<file path="src/rtl/popcount_sequencer_pkg.sv">
// ---------------------------------------------------------------------------
// popcount_pkg
//   Shared types and constants for the popcount sequencer slice.
//   - NIBBLE_W            : width of the chunk fed through the shared LUT
//   - DEFAULT_DATA_WIDTH  : default input word width
//   - pc_state_t          : sequencer FSM states
//   - count_w()           : width needed to hold a bit count of a word
// ---------------------------------------------------------------------------
package popcount_pkg;

  localparam int NIBBLE_W           = 4;
  localparam int DEFAULT_DATA_WIDTH = 32;

  typedef enum logic [1:0] {
    IDLE = 2'd0,
    RUN  = 2'd1,
    DONE = 2'd2
  } pc_state_t;

  // A word of dw bits has between 0 and dw ones, i.e. dw+1 distinct values.
  function automatic int count_w(input int dw);
    return $clog2(dw + 1);
  endfunction

endpackage

</file>
<file path="src/rtl/popcount_sequencer_if.sv">
// ---------------------------------------------------------------------------
// popcount_sequencer_if
//   Valid/ready word input channel plus valid/ready count output channel.
//   Ports (signals):
//     in_valid, in_data[DATA_WIDTH], out_ready : producer/consumer -> block
//     in_ready, out_valid, out_count[COUNT_W]  : block -> producer/consumer
//   Modports:
//     master : the side that supplies words and takes counts
//     slave  : the popcount sequencer itself
// ---------------------------------------------------------------------------
interface popcount_sequencer_if
  import popcount_pkg::*;
#(
  parameter int DATA_WIDTH = DEFAULT_DATA_WIDTH
);

  localparam int COUNT_W = count_w(DATA_WIDTH);

  logic                  in_valid;
  logic                  in_ready;
  logic [DATA_WIDTH-1:0] in_data;
  logic                  out_valid;
  logic                  out_ready;
  logic [COUNT_W-1:0]    out_count;

  modport master (
    output in_valid, in_data, out_ready,
    input  in_ready, out_valid, out_count
  );

  modport slave (
    input  in_valid, in_data, out_ready,
    output in_ready, out_valid, out_count
  );

endinterface

</file>
<file path="src/rtl/popcount_sequencer_lut.sv">
// ---------------------------------------------------------------------------
// nibble_popcount_lut
//   Purely combinational 4-bit popcount table.
//   Ports:
//     nibble [3:0] in  : value to count
//     ones   [2:0] out : number of set bits in nibble (0..4)
// ---------------------------------------------------------------------------
module nibble_popcount_lut
  import popcount_pkg::*;
(
  input  logic [NIBBLE_W-1:0] nibble,
  output logic [2:0]          ones
);

  always_comb begin
    ones = 3'd0;
    case (nibble)
      4'h0: ones = 3'd0;
      4'h1: ones = 3'd1;
      4'h2: ones = 3'd1;
      4'h3: ones = 3'd2;
      4'h4: ones = 3'd1;
      4'h5: ones = 3'd2;
      4'h6: ones = 3'd2;
      4'h7: ones = 3'd3;
      4'h8: ones = 3'd1;
      4'h9: ones = 3'd2;
      4'hA: ones = 3'd2;
      4'hB: ones = 3'd3;
      4'hC: ones = 3'd2;
      4'hD: ones = 3'd3;
      4'hE: ones = 3'd3;
      4'hF: ones = 3'd4;
      default: ones = 3'd0;
    endcase
  end

endmodule

</file>
<file path="src/rtl/popcount_sequencer.sv">
// ---------------------------------------------------------------------------
// popcount_sequencer
//   Counts the ones in a DATA_WIDTH-bit word by shifting it through a single
//   shared nibble popcount LUT, one nibble per clock, and accumulating.
//   Parameters:
//     DATA_WIDTH : word width, multiple of 4 and >= 4
//     EARLY_EXIT : 1 = stop as soon as the unprocessed remainder is zero
//   Ports:
//     clk   in  : single clock, rising edge
//     rst   in  : synchronous active-high reset, aborts any word in flight
//     bus   slave modport of popcount_sequencer_if (word in / count out)
//     busy  out : high while a word is being counted or its result is held
// ---------------------------------------------------------------------------
module popcount_sequencer
  import popcount_pkg::*;
#(
  parameter int DATA_WIDTH = DEFAULT_DATA_WIDTH,
  parameter bit EARLY_EXIT = 1'b0
) (
  input  logic                        clk,
  input  logic                        rst,
  popcount_sequencer_if.slave         bus,
  output logic                        busy
);

  localparam int NIBBLES = DATA_WIDTH / NIBBLE_W;
  localparam int COUNT_W = count_w(DATA_WIDTH);
  // Keep the index at least one bit wide so a single-nibble word still works.
  localparam int IDX_W   = (NIBBLES > 1) ? $clog2(NIBBLES) : 1;
  localparam logic [IDX_W-1:0] LAST_IDX = IDX_W'(NIBBLES - 1);

  pc_state_t             state_reg, state_next;
  logic [DATA_WIDTH-1:0] shift_reg, shift_next;
  logic [COUNT_W-1:0]    acc_reg, acc_next;
  logic [COUNT_W-1:0]    count_reg, count_next;
  logic [IDX_W-1:0]      idx_reg, idx_next;

  logic [2:0]            lut_out;
  logic [COUNT_W-1:0]    acc_sum;
  logic [DATA_WIDTH-1:0] shift_down;
  logic                  last_nibble;

  nibble_popcount_lut u_lut (
    .nibble (shift_reg[NIBBLE_W-1:0]),
    .ones   (lut_out)
  );

  assign acc_sum    = acc_reg + COUNT_W'(lut_out);
  assign shift_down = shift_reg >> NIBBLE_W;
  // Early exit looks at what would remain after this nibble: if nothing is
  // left, the current sum is already the final count.
  assign last_nibble = (idx_reg == LAST_IDX) ||
                       (EARLY_EXIT && (shift_down == '0));

  always_ff @(posedge clk) begin
    if (rst) begin
      state_reg <= IDLE;
      shift_reg <= '0;
      acc_reg   <= '0;
      count_reg <= '0;
      idx_reg   <= '0;
    end else begin
      state_reg <= state_next;
      shift_reg <= shift_next;
      acc_reg   <= acc_next;
      count_reg <= count_next;
      idx_reg   <= idx_next;
    end
  end

  always_comb begin
    state_next = state_reg;
    shift_next = shift_reg;
    acc_next   = acc_reg;
    count_next = count_reg;
    idx_next   = idx_reg;
    case (state_reg)
      IDLE: begin
        // in_ready is exactly (state == IDLE), so in_valid alone is the accept.
        if (bus.in_valid) begin
          shift_next = bus.in_data;
          acc_next   = '0;
          idx_next   = '0;
          state_next = RUN;
        end
      end
      RUN: begin
        acc_next   = acc_sum;
        shift_next = shift_down;
        idx_next   = idx_reg + 1'b1;
        if (last_nibble) begin
          count_next = acc_sum;
          state_next = DONE;
        end
      end
      DONE: begin
        if (bus.out_ready) begin
          state_next = IDLE;
        end
      end
      default: state_next = IDLE;
    endcase
  end

  assign bus.in_ready  = (state_reg == IDLE);
  assign bus.out_valid = (state_reg == DONE);
  assign bus.out_count = count_reg;
  assign busy          = (state_reg == RUN) || (state_reg == DONE);

endmodule
</file>
<file path="src/flat_wrapper.sv">
// flat-port wrapper written by rule: the top's interface ports become plain ports
module popcount_sequencer_flat import popcount_pkg::*;
#(
  parameter int DATA_WIDTH = DEFAULT_DATA_WIDTH,
  parameter bit EARLY_EXIT = 1'b0
)
  (clk, rst, busy, bus_in_valid, bus_in_data, bus_out_ready, bus_in_ready, bus_out_valid, bus_out_count);
  popcount_sequencer_if #(.DATA_WIDTH(DATA_WIDTH)) bus_i ();
  input  logic clk;
  input  logic rst;
  output logic busy;
  input wire logic [$bits(bus_i.in_valid)-1:0] bus_in_valid;
  input wire logic [$bits(bus_i.in_data)-1:0] bus_in_data;
  input wire logic [$bits(bus_i.out_ready)-1:0] bus_out_ready;
  output wire logic [$bits(bus_i.in_ready)-1:0] bus_in_ready;
  output wire logic [$bits(bus_i.out_valid)-1:0] bus_out_valid;
  output wire logic [$bits(bus_i.out_count)-1:0] bus_out_count;
  assign bus_i.in_valid = bus_in_valid;
  assign bus_i.in_data = bus_in_data;
  assign bus_i.out_ready = bus_out_ready;
  assign bus_in_ready = bus_i.in_ready;
  assign bus_out_valid = bus_i.out_valid;
  assign bus_out_count = bus_i.out_count;
  popcount_sequencer #(.DATA_WIDTH(DATA_WIDTH), .EARLY_EXIT(EARLY_EXIT)) u_core (.clk(clk), .rst(rst), .bus(bus_i), .busy(busy));
endmodule
</file>
<file path="config.mk">
export PLATFORM = sky130hd
export DESIGN_NAME = popcount_sequencer_flat
export DESIGN_NICKNAME = d
export VERILOG_FILES = /design/src/rtl/popcount_sequencer_pkg.sv /design/src/rtl/popcount_sequencer_if.sv /design/src/rtl/popcount_sequencer_lut.sv /design/src/rtl/popcount_sequencer.sv /design/src/flat_wrapper.sv
export SDC_FILE = /design/constraint.sdc
export NUM_CORES = 1
export LEC_CHECK = 0
export ABC_AREA = 1
export CORE_MARGIN = 1.5
export CORE_UTILIZATION = 47
export DETAILED_ROUTE_END_ITERATION = 10
export PLACE_DENSITY = 0.75
export SLEW_MARGIN = 20
export SYNTH_ARGS = -nofsm -noshare
export SYNTH_HDL_FRONTEND = slang
export SYNTH_SLANG_ARGS = --single-unit
</file>
<file path="constraint.sdc">
create_clock -name clk -period 1.8 [get_ports clk]
set_input_delay 0.54 -clock clk [delete_from_list [all_inputs] [get_ports clk]]
set_output_delay 0.54 -clock clk [all_outputs]
set_load 0.1 [all_outputs]
</file>
==> run_results.csv, run 1 <==
group,metric,value,unit
final_layout,final_util,0.657,
global_route,gr-usage-met1,0.250,
worst_setup_path,crit_arrival,2.17,ns
drt,drtAntennaViolNets,0,
worst_setup_path,crit_fanout,6,
logic_synthesis,synth_area_leader_cell,"dfxtp_1",
pwr,seqPwrFrac,0.299,
logic_synthesis,yosys.area_share.adder,0.0671,
final_layout,ff_latch_area,1040,um2
final_layout,fill_cells,481,
placement,io_buffers,44,
sta,finalWorstSetupSlack,-0.109,ns
logic_synthesis,ys_seq_area_frac,0.410,
global_route,global_route.usage.total,0.207,
global_route,grt_pass1_vias,2232,
worst_setup_path,endpoint_kind,"flip-flop",
pwr,p_int,3.25,mW
placement,post_dp_cell_area,3210,um2
die,die_w,76.5,um
pwr,clock_power_share,0.115,
final_layout,mostFrequentLayoutCell,"nand2_1",
hold_path,hp-class,"flip-flop to flip-flop",
sta,period_share,1.06,
logic_synthesis,synthMuxAreaShare,0,
final_layout,nets,447,
logic_synthesis,synth.top_cell.area_share,0.410,
die,die_area,5850,um2
final_layout,multi_input_area,1320,um2
clock_network,root_buffer,"clkbuf_8",
logic_synthesis,synthCells,345,
logic_synthesis,ys_ff_latch,52,
pwr,power_density,1760,nW/um2
clock_network,cts_tree,"done",
clock_network,clock_latency,0.31,ns
logic_synthesis,synth_edf_count,0,
logic_synthesis,syn_nets,394,
final_layout,drive_above_1_share,0.168,
worst_setup_path,cp_data_required_time,2.06,ns
drt,wirelength,5700,um
global_route,grtUsageMet2,0.365,
outcome,violations,"negative setup slack",
die,start_util,0.494,
die,die_h,76.5,um
pwr,p_switching,2.71,mW
clock_network,clockBufferDepth,2,
clock_network,holdBufCountCts,0,
clock_network,clock-sinks,52,
pwr,p_leak,1.49,nW
clock_network,cts-buffers-inserted,5,
sta,hold_viol,0,
placement,dpl.hpwl,4040,um
drt,post_drt_wl_per_cell,12.1,um
die,core,5140,um2
logic_synthesis,ys.flop_type,"dfxtp_1",
run,cap_violations,0,
drt,avgViaCountPerCell,5.10,
drt,dr.pass1.iters,4,
sta,max_slew.worst_pin.slew,0.330,ns
sta,relSlewSlack,0.779,
clock_network,clkTransAtPathRegs,0.10,ns
global_route,antenna_found_initial,0,
clock_network,ctsHtreeMaxLevel,2,
final_layout,mostFrequentLayoutCells,"101 x nand2_1, 50 x dfxtp_1, 34 x clkdlybuf4s50_1",
final_layout,areaGrowthSynthToFinish,33.1,%
outcome,outcome,"finished with violations",
drt,drt_iter0_markers,126,
pwr,vdd_drop_max,1260,uV
sta,fmax,524,MHz
worst_setup_path,critical_path_class,"flip-flop to flip-flop",
pwr,p_comb_frac,0.586,
logic_synthesis,synth_cell_type_count,30,
sta,finalClockSkew,0.00766,ns
die,num_rows,26,
logic_synthesis,yosysWarnings,0,
final_layout,final_cell_area,3380,um2
global_route,grt_first_pass_wirelength,9880,um
logic_synthesis,synth-simple-area-share,0.255,
sta,grt_setup_unrepaired,"yes",
logic_synthesis,netlist_area,2540,um2
global_route,grt_overflow_total,0,
placement,gp_congestion,0.821,
global_route,met3_usage,0.0443,
logic_synthesis,syn_area_per_cell,7.35,um2
logic_synthesis,synthTopCellsByArea,"dfxtp_1 41%, nand2_1 15%, o21ai_0 6.5%",
global_route,gr-max-usage-layer,"met2",
drt,vias,2392,
global_route,grt_max_degree,46,
final_layout,n_antenna_cell,0,
sta,fin_crit,1.91,ns
sta,drv_slew,0,
final_layout,largest_reg_flops,32,
drt,drc_errors,0,
logic_synthesis,async_flop_share,0,
worst_setup_path,start_kind,"flip-flop",
sta,finalSetupViolCount,3,
logic_synthesis,synth-xor-area-share,0.00690,
pwr,switching_share,0.454,
logic_synthesis,synth_top_family_by_area,"simple AND/OR/NAND/NOR gates",
die,num_io_pins,45,
logic_synthesis,synth-compound-area-share,0.168,
-- kinds of logic after synthesis --
| family | after synthesis |
|---|---|
| AOI/OAI and AO/OA | 77 |
| DFF | 52 |
| xor gates and xnor gates | 2 |
| adders and majority gates | 13 |
| and+or+nand+nor | 148 |
| buffers and inverters | 53 |
-- metal layers --
layer	routed length, um	share of wire
met1	2550	0.45
met2	2840	0.50
met4	58	0.010
met3	250	0.044
met5	0	0
-- cells in the mapped netlist, types with 2 or more instances --
library cell	instances
nand2_1	101
dfxtp_1	52
o21ai_0	33
inv_1	29
a31oi_1	24
nand3_1	16
a21oi_1	15
nor2_1	15
ha_1	12
buf_2	11
nand4_1	5
inv_2	4
clkbuf_1	3
buf_4	2
buf_6	2
nand2_2	2
nand3_2	2
nor2_2	2
o211ai_1	2
o21ai_1	2
xor2_1	2
-- worst max-delay path: stages (launching register included) --
cell and delay (ns):
dfxtp_2 0.35, inv_4 0.07, ha_4 0.18, inv_4 0.05, nor2_4 0.16, nor2_8 0.05
nand2_1 0.10, o21ai_2 0.09, nor2_4 0.16, inv_2 0.06, ha_4 0.26, nand4_1 0.11
nand2_1 0.10, nand2_1 0.05, nand2_1 0.06
-- final timing paths --
path                                     startpoint                   end  slack [ns]  cells after the start
worst max-delay path            u_core.state_reg[1]  u_core.u_lut.ones[0]       -0.11                     14
worst min-delay path              u_core.acc_reg[2]     u_core.acc_reg[2]        0.47                      2
worst max register to register  u_core.state_reg[1]  u_core.u_lut.ones[0]       -0.11                     14
worst min register to register    u_core.acc_reg[2]     u_core.acc_reg[2]        0.47                      2
-- power groups by stage --
stage / logic (mW) / clock network, mW / registers [mW]
2_1_floorplan: 2.38 / 0 / 1.74
3_3_place_gp: 3.15 / 0 / 1.78
3_5_place_dp: 3.22 / 0 / 1.79
4_1_cts: 3.43 / 0.704 / 1.78
5_1_grt: 3.85 / 0.750 / 1.83
6_report: 3.49 / 0.685 / 1.78
-- final cells by class --
type,count,area share
clock buffer,5,0.0204
clock inverter,3,0.00667
inverter,33,0.0381
multi-input combinational,240,0.390
sequential,52,0.309
tap,70,0.0259
timing repair buffer,66,0.210
-- repair_timing --
action,CTS,global route
pin swaps,6,6
buffers inserted,2,0
gates resized for setup,10,5
endpoints found under the hold margin,0,0
setup endpoints to repair,4,15
-- per-stage QoR --
stage	instances	setup TNS, ns	hold WS [ns]	setup WS (ns)	power [mW]
3_3_place_gp	459	-4.56	0.454	-0.440	4.93
2_1_floorplan	345	-0.319	0.445	-0.234	4.12
4_1_cts	469	-0.154	0.475	-0.0794	5.91
5_1_grt	469	-0.523	0.477	-0.224	6.43
3_5_place_dp	459	-5.25	0.459	-0.520	5.01
6_report	469	-0.202	0.473	-0.109	5.95
Power figures use the tool's default switching activity.
==> inputs of run 2 (changes only) <==
Settings changed: CELL_PAD_IN_SITES_DETAIL_PLACEMENT from default to 0, CELL_PAD_IN_SITES_GLOBAL_PLACEMENT from default to 1, CORE_ASPECT_RATIO from default to 0.5, CORE_UTILIZATION 47 to 34, PLACE_DENSITY 0.75 to default, PLACE_DENSITY_LB_ADDON from default to 0.1.
==> run 2 against run 1 <==
The run still ends with negative setup slack left. Worst setup slack improved by 0.058 ns. Clock skew decreased by 0.00074 ns. Global-route usage decreased by 4.9 points. Combinational power about the same. Sequential share of layout area decreased by 1.2 points. Hold slack got worse by 0.0013 ns. Critical path depth unchanged. Routed wire length increased by 5.3%. Clock power increased by 61%. Total power increased by 7.4%. Core utilization decreased by 17 points. Critical path type unchanged. Largest power group unchanged. First-iteration DRC count decreased by 16%.
==> run_results.csv, run 2 (same netlist as run 1, synthesis figures left out) <==
group,metric,value,unit
final_layout,areaGrowthSynthToFinish,38.7,%
global_route,grt_max_degree,44,
final_layout,final_util,0.484,
final_layout,stdcell_count,498,
pwr,p_int,3.65,mW
worst_setup_path,cp_data_required_time,1.99,ns
pwr,clock_power_share,0.172,
final_layout,final_cell_area,3520,um2
global_route,grt_first_pass_wirelength,10100,um
clock_network,holdBufCountCts,0,
clock_network,clock-sinks,52,
die,die_h,64.1,um
pwr,p_comb_frac,0.548,
sta,fin_crit,1.85,ns
clock_network,clockBufferDepth,2,
clock_network,ctsHtreeMaxLevel,2,
die,num_io_pins,45,
final_layout,mostFrequentLayoutCells,"101 x nand2_1, 50 x dfxtp_1, 34 x clkdlybuf4s50_1",
sta,hold_viol,0,
placement,io_buffers,44,
placement,gp_congestion,0.781,
clock_network,cts_tree,"done",
sta,max_slew.worst_pin.slew,0.330,ns
pwr,power_density,1820,nW/um2
placement,post_dp_cell_area,3250,um2
clock_network,root_buffer,"clkbuf_16",
worst_setup_path,crit_fanout,6,
final_layout,drive_above_1_share,0.174,
sta,grt_setup_unrepaired,"yes",
drt,dr.pass1.iters,4,
worst_setup_path,crit_arrival,2.04,ns
die,start_util,0.349,
global_route,grt_pass1_vias,2210,
worst_setup_path,endpoint_kind,"flip-flop",
final_layout,largest_reg_flops,32,
drt,post_drt_wl_per_cell,12.1,um
drt,drc_errors,0,
outcome,outcome,"finished with violations",
drt,vias,2331,
drt,wirelength,6000,um
pwr,vdd_drop_max,699,uV
die,num_rows,22,
outcome,violations,"negative setup slack",
worst_setup_path,start_kind,"flip-flop",
final_layout,n_antenna_cell,0,
die,die_w,125,um
pwr,p_leak,1.53,nW
sta,relSlewSlack,0.779,
pwr,p_switching,2.74,mW
die,core,7270,um2
pwr,seqPwrFrac,0.280,
clock_network,clock_latency,0.30,ns
sta,drv_slew,0,
clock_network,clkTransAtPathRegs,0.07,ns
final_layout,mostFrequentLayoutCell,"nand2_1",
pwr,switching_share,0.429,
sta,finalSetupViolCount,2,
drt,avgViaCountPerCell,4.68,
global_route,antenna_found_initial,0,
drt,drt_iter0_markers,106,
global_route,global_route.usage.total,0.159,
placement,dpl.hpwl,4260,um
sta,period_share,1.03,
hold_path,hp-class,"flip-flop to flip-flop",
final_layout,nets,450,
sta,fmax,540,MHz
worst_setup_path,critical_path_class,"flip-flop to flip-flop",
sta,finalClockSkew,0.00692,ns
global_route,grt_overflow_total,0,
sta,finalWorstSetupSlack,-0.0512,ns
placement,numPlacedInstances,486,
run,cap_violations,0,
die,die_area,8020,um2
drt,drtAntennaViolNets,0,
clock_network,cts-buffers-inserted,5,
-- run 2: cell types whose count changed in the layout (fill, tap and decap cells not counted), moves of 2 or more --
cell       delta
ha_1          -2
inv_2         -2
clkbuf_16     +5
buf_4         +3
clkbuf_8      -5
-- run 2: path summary, 6_finish.rpt --
check / from / to / slack, ns / cells after the start
setup reg to reg: u_core.state_reg[0] / u_core.u_lut.ones[0] / -0.05 / 14
setup / recovery: u_core.state_reg[0] / u_core.u_lut.ones[0] / -0.05 / 14
hold reg to reg: u_core.idx_reg[2] / u_core.idx_reg[2] / 0.47 / 2
hold / removal: u_core.idx_reg[2] / u_core.idx_reg[2] / 0.47 / 2
-- run 2: worst max-delay path: stages, from the launching register on --
cell     delay (ns)
dfxtp_2        0.34
inv_2          0.07
ha_4           0.18
inv_4          0.04
nor2_4         0.15
nor2_8         0.07
or2_1          0.23
nand3_2        0.10
inv_2          0.06
ha_4           0.25
inv_2          0.03
nand4_1        0.07
nand2_1        0.05
nand2_1        0.05
nand2_1        0.04
-- run 2: per-layer routing --
metal,GRT usage,share of wire,vias up
met3,0.0419,0.041,5
met5,0,0,-
li1,-,-,1242
met1,0.206,0.51,1042
met4,0.0469,0.0093,0
met2,0.262,0.44,42
-- run 2: cell type report --
type,instances,area [um2]
flip-flops and latches,52,1040
clock buffers,6,129
clock inverters,2,38.8
multi-input cells,240,1330
fillers,721,3750
well taps,96,120
inverters,33,131
repair buffers,69,724
-- run 2: stage by stage --
stage               TNS (ns)  hold slack, ns  total power, mW  setup WS [ns]
finish               -0.0765           0.472             6.40        -0.0512
global route          -0.452           0.496             6.90         -0.151
CTS                  -0.0543           0.473             6.42        -0.0445
detailed placement     -9.78           0.461             5.04         -0.500
global placement       -8.84           0.455             4.99         -0.451
floorplan             -0.319           0.445             4.12         -0.234
-- run 2: timing repair --
action,in CTS,in global routing
resized for setup,18,1
pin swaps,14,1
cloned,0,0
buffers inserted,4,0
setup endpoints to repair,12,11
-- run 2: power groups by stage --
stage | sequential (mW) | clock [mW] | combinational (mW)
final | 1.79 | 1.10 | 3.50
after global routing | 1.84 | 1.18 | 3.88
after CTS | 1.79 | 1.13 | 3.50
after detailed placement | 1.80 | 0 | 3.24
after global placement | 1.79 | 0 | 3.20
after floorplan | 1.74 | 0 | 2.38
